==> src/rtl/uart_tx_arbiter_if.sv <==
// Requester and uart_tx handshake bundle for uart_tx_arbiter.
// master: arbiter side; slave: requesters plus uart_tx side.
interface uart_tx_arbiter_if #(
  parameter int NUM_REQ   = 4,
  parameter int DATA_BITS = 8
);
  logic [NUM_REQ-1:0]           req_valid;
  logic [NUM_REQ*DATA_BITS-1:0] req_data;
  logic [NUM_REQ-1:0]           req_last;
  logic [NUM_REQ-1:0]           req_ready;
  logic                         tx_ready;
  logic                         tx_start;
  logic [DATA_BITS-1:0]         tx_data;
  logic [NUM_REQ-1:0]           grant;
  logic                         busy;
  logic                         gap_abort;

  modport master (
    input  req_valid, req_data, req_last, tx_ready,
    output req_ready, tx_start, tx_data, grant, busy, gap_abort
  );

  modport slave (
    output req_valid, req_data, req_last, tx_ready,
    input  req_ready, tx_start, tx_data, grant, busy, gap_abort
  );
endinterface

==> src/rtl/uart_tx_arbiter.sv <==
// Packet-level round-robin arbiter sharing one uart_tx among requesters.
// Ports: clk, n_reset (async low), bus (requester + uart_tx handshake).
module uart_tx_arbiter #(
  parameter int NUM_REQ     = 4,
  parameter int DATA_BITS   = 8,
  parameter int GAP_TIMEOUT = 1024
) (
  input  logic              clk,
  input  logic              n_reset,
  uart_tx_arbiter_if.master bus
);
  localparam int IW = (NUM_REQ > 1) ? $clog2(NUM_REQ) : 1;
  localparam int CW = $clog2(GAP_TIMEOUT + 1);

  typedef enum logic [1:0] {
    IDLE,
    SEND,
    WAIT_BUSY
  } state_t;

  state_t state_q, state_d;

  logic [IW-1:0]        gidx_q, gidx_d;
  logic [IW-1:0]        rr_q, rr_d;
  logic [IW-1:0]        pick;
  logic [NUM_REQ-1:0]   grant_q, grant_d;
  logic                 busy_q, busy_d;
  logic                 start_q, start_d;
  logic                 abort_q, abort_d;
  logic                 last_q, last_d;
  logic [DATA_BITS-1:0] data_q, data_d;
  logic [CW-1:0]        gap_q, gap_d;
  logic                 any_valid;
  logic                 g_valid;
  logic                 accept;
  logic                 timeout;
  int                   k;

  // Lowest offset from rr+1 wins; iterate high to low so it is written last.
  always_comb begin
    pick = rr_q;
    k = 0;
    for (int i = NUM_REQ - 1; i >= 0; i--) begin
      k = int'(rr_q) + 1 + i;
      if (k >= NUM_REQ) k = k - NUM_REQ;
      if (bus.req_valid[IW'(k)]) pick = IW'(k);
    end
  end

  assign any_valid = |bus.req_valid;
  assign g_valid   = bus.req_valid[gidx_q];
  assign accept    = (state_q == SEND) && g_valid && bus.tx_ready;
  assign timeout   = (state_q == SEND) && !g_valid
                  && (gap_q == CW'(GAP_TIMEOUT - 1));

  always_comb begin
    bus.req_ready = '0;
    if (state_q == SEND)
      bus.req_ready[gidx_q] = bus.tx_ready & g_valid;
  end

  always_ff @(posedge clk or negedge n_reset) begin
    if (!n_reset) state_q <= IDLE;
    else          state_q <= state_d;
  end

  always_comb begin
    state_d = state_q;
    unique case (state_q)
      IDLE: begin
        if (any_valid) state_d = SEND;
      end
      SEND: begin
        if (accept)       state_d = WAIT_BUSY;
        else if (timeout) state_d = IDLE;
      end
      WAIT_BUSY: begin
        // uart_tx drops ready the cycle after it samples start
        if (!bus.tx_ready) state_d = last_q ? IDLE : SEND;
      end
      default: state_d = IDLE;
    endcase
  end

  always_comb begin
    gidx_d  = gidx_q;
    rr_d    = rr_q;
    grant_d = grant_q;
    busy_d  = busy_q;
    start_d = 1'b0;
    abort_d = 1'b0;
    last_d  = last_q;
    data_d  = data_q;
    gap_d   = gap_q;
    unique case (state_q)
      IDLE: begin
        gap_d = '0;
        if (any_valid) begin
          gidx_d  = pick;
          grant_d = NUM_REQ'(1) << pick;
          busy_d  = 1'b1;
        end
      end
      SEND: begin
        if (accept) begin
          start_d = 1'b1;
          data_d  = bus.req_data[int'(gidx_q) * DATA_BITS +: DATA_BITS];
          last_d  = bus.req_last[gidx_q];
          gap_d   = '0;
        end else if (timeout) begin
          abort_d = 1'b1;
          grant_d = '0;
          busy_d  = 1'b0;
          rr_d    = gidx_q;
          gap_d   = '0;
        end else if (!g_valid) begin
          gap_d = gap_q + CW'(1);
        end
      end
      WAIT_BUSY: begin
        gap_d = '0;
        if (!bus.tx_ready && last_q) begin
          grant_d = '0;
          busy_d  = 1'b0;
          rr_d    = gidx_q;
        end
      end
      default: begin
        gap_d = '0;
      end
    endcase
  end

  always_ff @(posedge clk or negedge n_reset) begin
    if (!n_reset) begin
      gidx_q  <= '0;
      rr_q    <= IW'(NUM_REQ - 1);
      grant_q <= '0;
      busy_q  <= 1'b0;
      start_q <= 1'b0;
      abort_q <= 1'b0;
      last_q  <= 1'b0;
      data_q  <= '0;
      gap_q   <= '0;
    end else begin
      gidx_q  <= gidx_d;
      rr_q    <= rr_d;
      grant_q <= grant_d;
      busy_q  <= busy_d;
      start_q <= start_d;
      abort_q <= abort_d;
      last_q  <= last_d;
      data_q  <= data_d;
      gap_q   <= gap_d;
    end
  end

  assign bus.tx_start  = start_q;
  assign bus.tx_data   = data_q;
  assign bus.grant     = grant_q;
  assign bus.busy      = busy_q;
  assign bus.gap_abort = abort_q;
endmodule
==> src/flat_wrapper.sv <==
// flat-port wrapper written by rule: the top's interface ports become plain ports
module uart_tx_arbiter_flat 
#(
  parameter int NUM_REQ     = 4,
  parameter int DATA_BITS   = 8,
  parameter int GAP_TIMEOUT = 1024
)
  (clk, n_reset, bus_req_valid, bus_req_data, bus_req_last, bus_tx_ready, bus_req_ready, bus_tx_start, bus_tx_data, bus_grant, bus_busy, bus_gap_abort);
  uart_tx_arbiter_if #(.NUM_REQ(NUM_REQ), .DATA_BITS(DATA_BITS)) bus_i ();
  input  logic clk;
  input  logic n_reset;
  input wire logic [$bits(bus_i.req_valid)-1:0] bus_req_valid;
  input wire logic [$bits(bus_i.req_data)-1:0] bus_req_data;
  input wire logic [$bits(bus_i.req_last)-1:0] bus_req_last;
  input wire logic [$bits(bus_i.tx_ready)-1:0] bus_tx_ready;
  output wire logic [$bits(bus_i.req_ready)-1:0] bus_req_ready;
  output wire logic [$bits(bus_i.tx_start)-1:0] bus_tx_start;
  output wire logic [$bits(bus_i.tx_data)-1:0] bus_tx_data;
  output wire logic [$bits(bus_i.grant)-1:0] bus_grant;
  output wire logic [$bits(bus_i.busy)-1:0] bus_busy;
  output wire logic [$bits(bus_i.gap_abort)-1:0] bus_gap_abort;
  assign bus_i.req_valid = bus_req_valid;
  assign bus_i.req_data = bus_req_data;
  assign bus_i.req_last = bus_req_last;
  assign bus_i.tx_ready = bus_tx_ready;
  assign bus_req_ready = bus_i.req_ready;
  assign bus_tx_start = bus_i.tx_start;
  assign bus_tx_data = bus_i.tx_data;
  assign bus_grant = bus_i.grant;
  assign bus_busy = bus_i.busy;
  assign bus_gap_abort = bus_i.gap_abort;
  uart_tx_arbiter #(.NUM_REQ(NUM_REQ), .DATA_BITS(DATA_BITS), .GAP_TIMEOUT(GAP_TIMEOUT)) u_core (.clk(clk), .n_reset(n_reset), .bus(bus_i));
endmodule
==> config.mk <==
export PLATFORM = sky130hd
export DESIGN_NAME = uart_tx_arbiter_flat
export DESIGN_NICKNAME = d
export VERILOG_FILES = /design/src/rtl/uart_tx_arbiter_if.sv /design/src/rtl/uart_tx_arbiter.sv /design/src/flat_wrapper.sv
export SDC_FILE = /design/constraint.sdc
export NUM_CORES = 1
export LEC_CHECK = 0
export CAP_MARGIN = 10
export CORE_AREA = 2 2 78 80
export DETAILED_ROUTE_END_ITERATION = 6
export DIE_AREA = 0 0 80 82
export PLACE_DENSITY = 0.63
export REMOVE_ABC_BUFFERS = 1
export SLEW_MARGIN = 20
export SYNTH_ARGS = -nofsm -noshare
export SYNTH_HDL_FRONTEND = slang
export SYNTH_SLANG_ARGS = --single-unit
==> constraint.sdc <==
create_clock -name clk -period 2.3 [get_ports clk]
set_input_delay 0.345 -clock clk [delete_from_list [all_inputs] [get_ports clk]]
set_output_delay 0.345 -clock clk [all_outputs]
set_load 0.01 [all_outputs]
==> flow_metrics.env <==
export IMPL_outcome="completed"
export IMPL_cts_setup_buffers=0
export IMPL_dp_hpwl_um=3410
export IMPL_dp_cells=320
export IMPL_finalHoldViolCount=0
export IMPL_synth_largest_area_cell="dfrtp_1"
export IMPL_finalSetupTns_ps=0
export IMPL_max_cap_viol_count=0
export IMPL_dp_slack_ps=-353
export IMPL_tightest_slew_ps=572
export IMPL_synth_area_top_cells="dfrtp_1 40%, mux4_2 12%, mux2_2 9.2%"
export IMPL_hold_path_class="in -> async"
export IMPL_finish_utilization_pct=49.2
export IMPL_track_usage_pct=15.0
export IMPL_crit_slowest_cell="mux4_2"
export IMPL_num_rows=28
export IMPL_insertion_delay_ps=290
export IMPL_final_period_utilization_pct=95.3
export IMPL_holdWs_ps=477
export IMPL_drt_wirelength_per_cell_um=13.4
export IMPL_fin_crit_ps=2190
export IMPL_finalNonFillerCells=328
export IMPL_crit_type="in -> reg"
export IMPL_dieArea_um2=6560
export IMPL_firstDrtPassIters=4
export IMPL_yosysWarnings=0
export IMPL_fmaxAchievable_mhz=456
export IMPL_skew_ps=6.71
export IMPL_ys_seq_area_share_pct=42.5
export IMPL_via_per_inst=4.92
export IMPL_routabilityCongestion=0.830
export IMPL_grt_pass1_wl_um=7580
export IMPL_yosys_cell_count_top_type="dfrtp_1"
export IMPL_clkTransAtPathRegs_ps=70
export IMPL_synth_cell_area_um2=1950
export IMPL_crit_path_end_kind="flip-flop"
export IMPL_critPathLaunchType="input port"
export IMPL_die_h_um=82
export IMPL_synth_ff_type="dfrtp_1"
export IMPL_p_total_mw=2.75
export IMPL_postRouteAntennaNets=0
export IMPL_routed_wl_um=4410
export IMPL_drv_slew=0
export IMPL_grt_pass1_vias=1657
export IMPL_p_leak_nw=1.21
export IMPL_n_antenna_cell=0
export IMPL_relSlewSlack_pct=61.7
export IMPL_drt_iter0_markers=78
export IMPL_ios=62
export IMPL_critPathMaxFanout=5
export IMPL_cts_tree="built"
export IMPL_rsz0062_at_grt="no"
export IMPL_cts_made_buffers=5
export IMPL_synthArstFlopShare_pct=100
export IMPL_syn_avg_cell_area_um2=11.1
export IMPL_vias=1614
export IMPL_start_util_pct=33.9
export IMPL_grt_overflow=0
export IMPL_clock_sinks=33
export IMPL_cts_root_buf="clkbuf_8"
export IMPL_finalSetupViolations=0
export IMPL_antenna_found_initial=0
export IMPL_required_ps=2470
export IMPL_synth_top_area_share_pct=39.8
export IMPL_arrival_ps=2360
export IMPL_final_nets=300
export IMPL_drc=0
export IMPL_fillerInstances=567
export IMPL_area_growth_pct=44.9
export IMPL_synth_edf_count=0
export IMPL_placed_cell_area_um2=2730
export IMPL_crit_chain="clkdlybuf4s50_1 > mux4_2 > o41a_1 > a2111o_1 > mux2_2"
export IMPL_finalInstanceArea_um2=2820
export IMPL_ctsLongestPathBuffers=2
export IMPL_die_w_um=80
export IMPL_grt_start_max_net_pins=34
export IMPL_regArea_um2=828
export IMPL_cts_htree_levels=2
export IMPL_ys_ff_latch=33
export IMPL_io_buffers=61
export IMPL_hold_buffers=0
export IMPL_drive_gt1_share_pct=20.6
export IMPL_vdd_drop_max_mv=0.513
export IMPL_synthTopCellsByCount="31 x dfrtp_1, 16 x mux2_2, 16 x nand2_1, 12 x nor2_1, 10 x mux4_2"
export IMPL_syn_inst=176
export IMPL_synth_cell_types=40
export IMPL_setup_slack_ps=109
export IMPL_multi_input_area_um2=1050
export IMPL_max_stage_delay_ps=510
export IMPL_core_um2=5750
export IMPL_power_density_nw_per_um2=972
## worst paths after layout
path	startpoint	endpoint	slack, ps	cells after the start
max in group asynchronous	n_reset	u_core.rr_q[0]	1490	2
max reg2reg	u_core.gidx_q[0]	u_core.bus.grant[1]	190	4
min	n_reset	u_core.bus.tx_data[4]	480	2
max	bus_req_valid[3]	u_core.bus.grant[1]	110	5
min reg2reg	u_core.bus.grant[3]	u_core.bus.grant[3]	500	1
min in group clk	u_core.bus.grant[3]	u_core.bus.grant[3]	500	1
## power by group
part | internal, mW | switching [mW] | total, mW | leakage, nW
Combinational | 0.818 | 0.621 | 1.44 | 0.752
Sequential | 0.773 | 0.114 | 0.887 | 0.423
Clock | 0.215 | 0.206 | 0.420 | 0.0395
Total | 1.81 | 0.941 | 2.75 | 1.21
## cells by family (layout without fill, tap and decap cells)
logic type	count (synthesis)	count (layout)	share of synthesized area, %
adders and majority gates	5	5	3.21
AOI/OAI and AO/OA	22	22	7.51
muxes	31	31	23.4
DFF	33	33	42.5
and+or+nand+nor	62	62	16.7
xor gates and xnor gates	6	6	2.70
buffers and inverters	17	94	4.04
## cell type report
class | instances | area share (%)
multi-input combinational | 126 | 37.2
tap | 75 | 3.32
clock buffer | 8 | 2.84
timing repair buffer | 77 | 26.1
sequential | 33 | 29.3
inverter | 9 | 1.20
## state kept, by name (all words and copies together) (netlist names)
| name | cells |
|---|---|
| u_core.gap_q | 11 |
| u_core.bus.tx_data | 8 |
| u_core.bus.grant | 4 |
| u_core.gidx_q | 2 |
| u_core.rr_q | 2 |
| u_core.state_q | 2 |
| u_core.bus.busy | 1 |
| u_core.bus.gap_abort | 1 |
| u_core.bus.tx_start | 1 |
| u_core.last_q | 1 |
## metal layers
layer	routed length (um)	GRT usage (%)
met5	0	0
met4	69	5.25
met3	197	4.29
met2	2200	25.3
met1	1940	18.5
## placed cells by master (no fill, tap or decap), types with 4 or more instances in the layout
master / instances
dfrtp_1: 31
nand3b_1: 4
mux4_2: 10
nor3_1: 6
nand3_1: 4
nand2_1: 16
mux2i_1: 5
clkbuf_8: 5
buf_4: 16
o21ai_0: 5
mux2_2: 16
ha_1: 4
inv_1: 9
nor2_1: 12
xnor2_1: 4
a21oi_1: 4
clkdlybuf4s50_1: 57
## timing repair
| item | CTS | global route |
|---|---|---|
| pin swaps | 2 | 0 |
| endpoints found under the setup margin | 6 | 4 |
| gates resized for setup | 1 | 5 |
## critical path, delay by kind of cell
family | cells | cell delay (ps)
muxes | 2 | 810
AOI/OAI and AO/OA | 2 | 790
buffers and inverters | 1 | 420
Power figures use the tool's default switching activity.
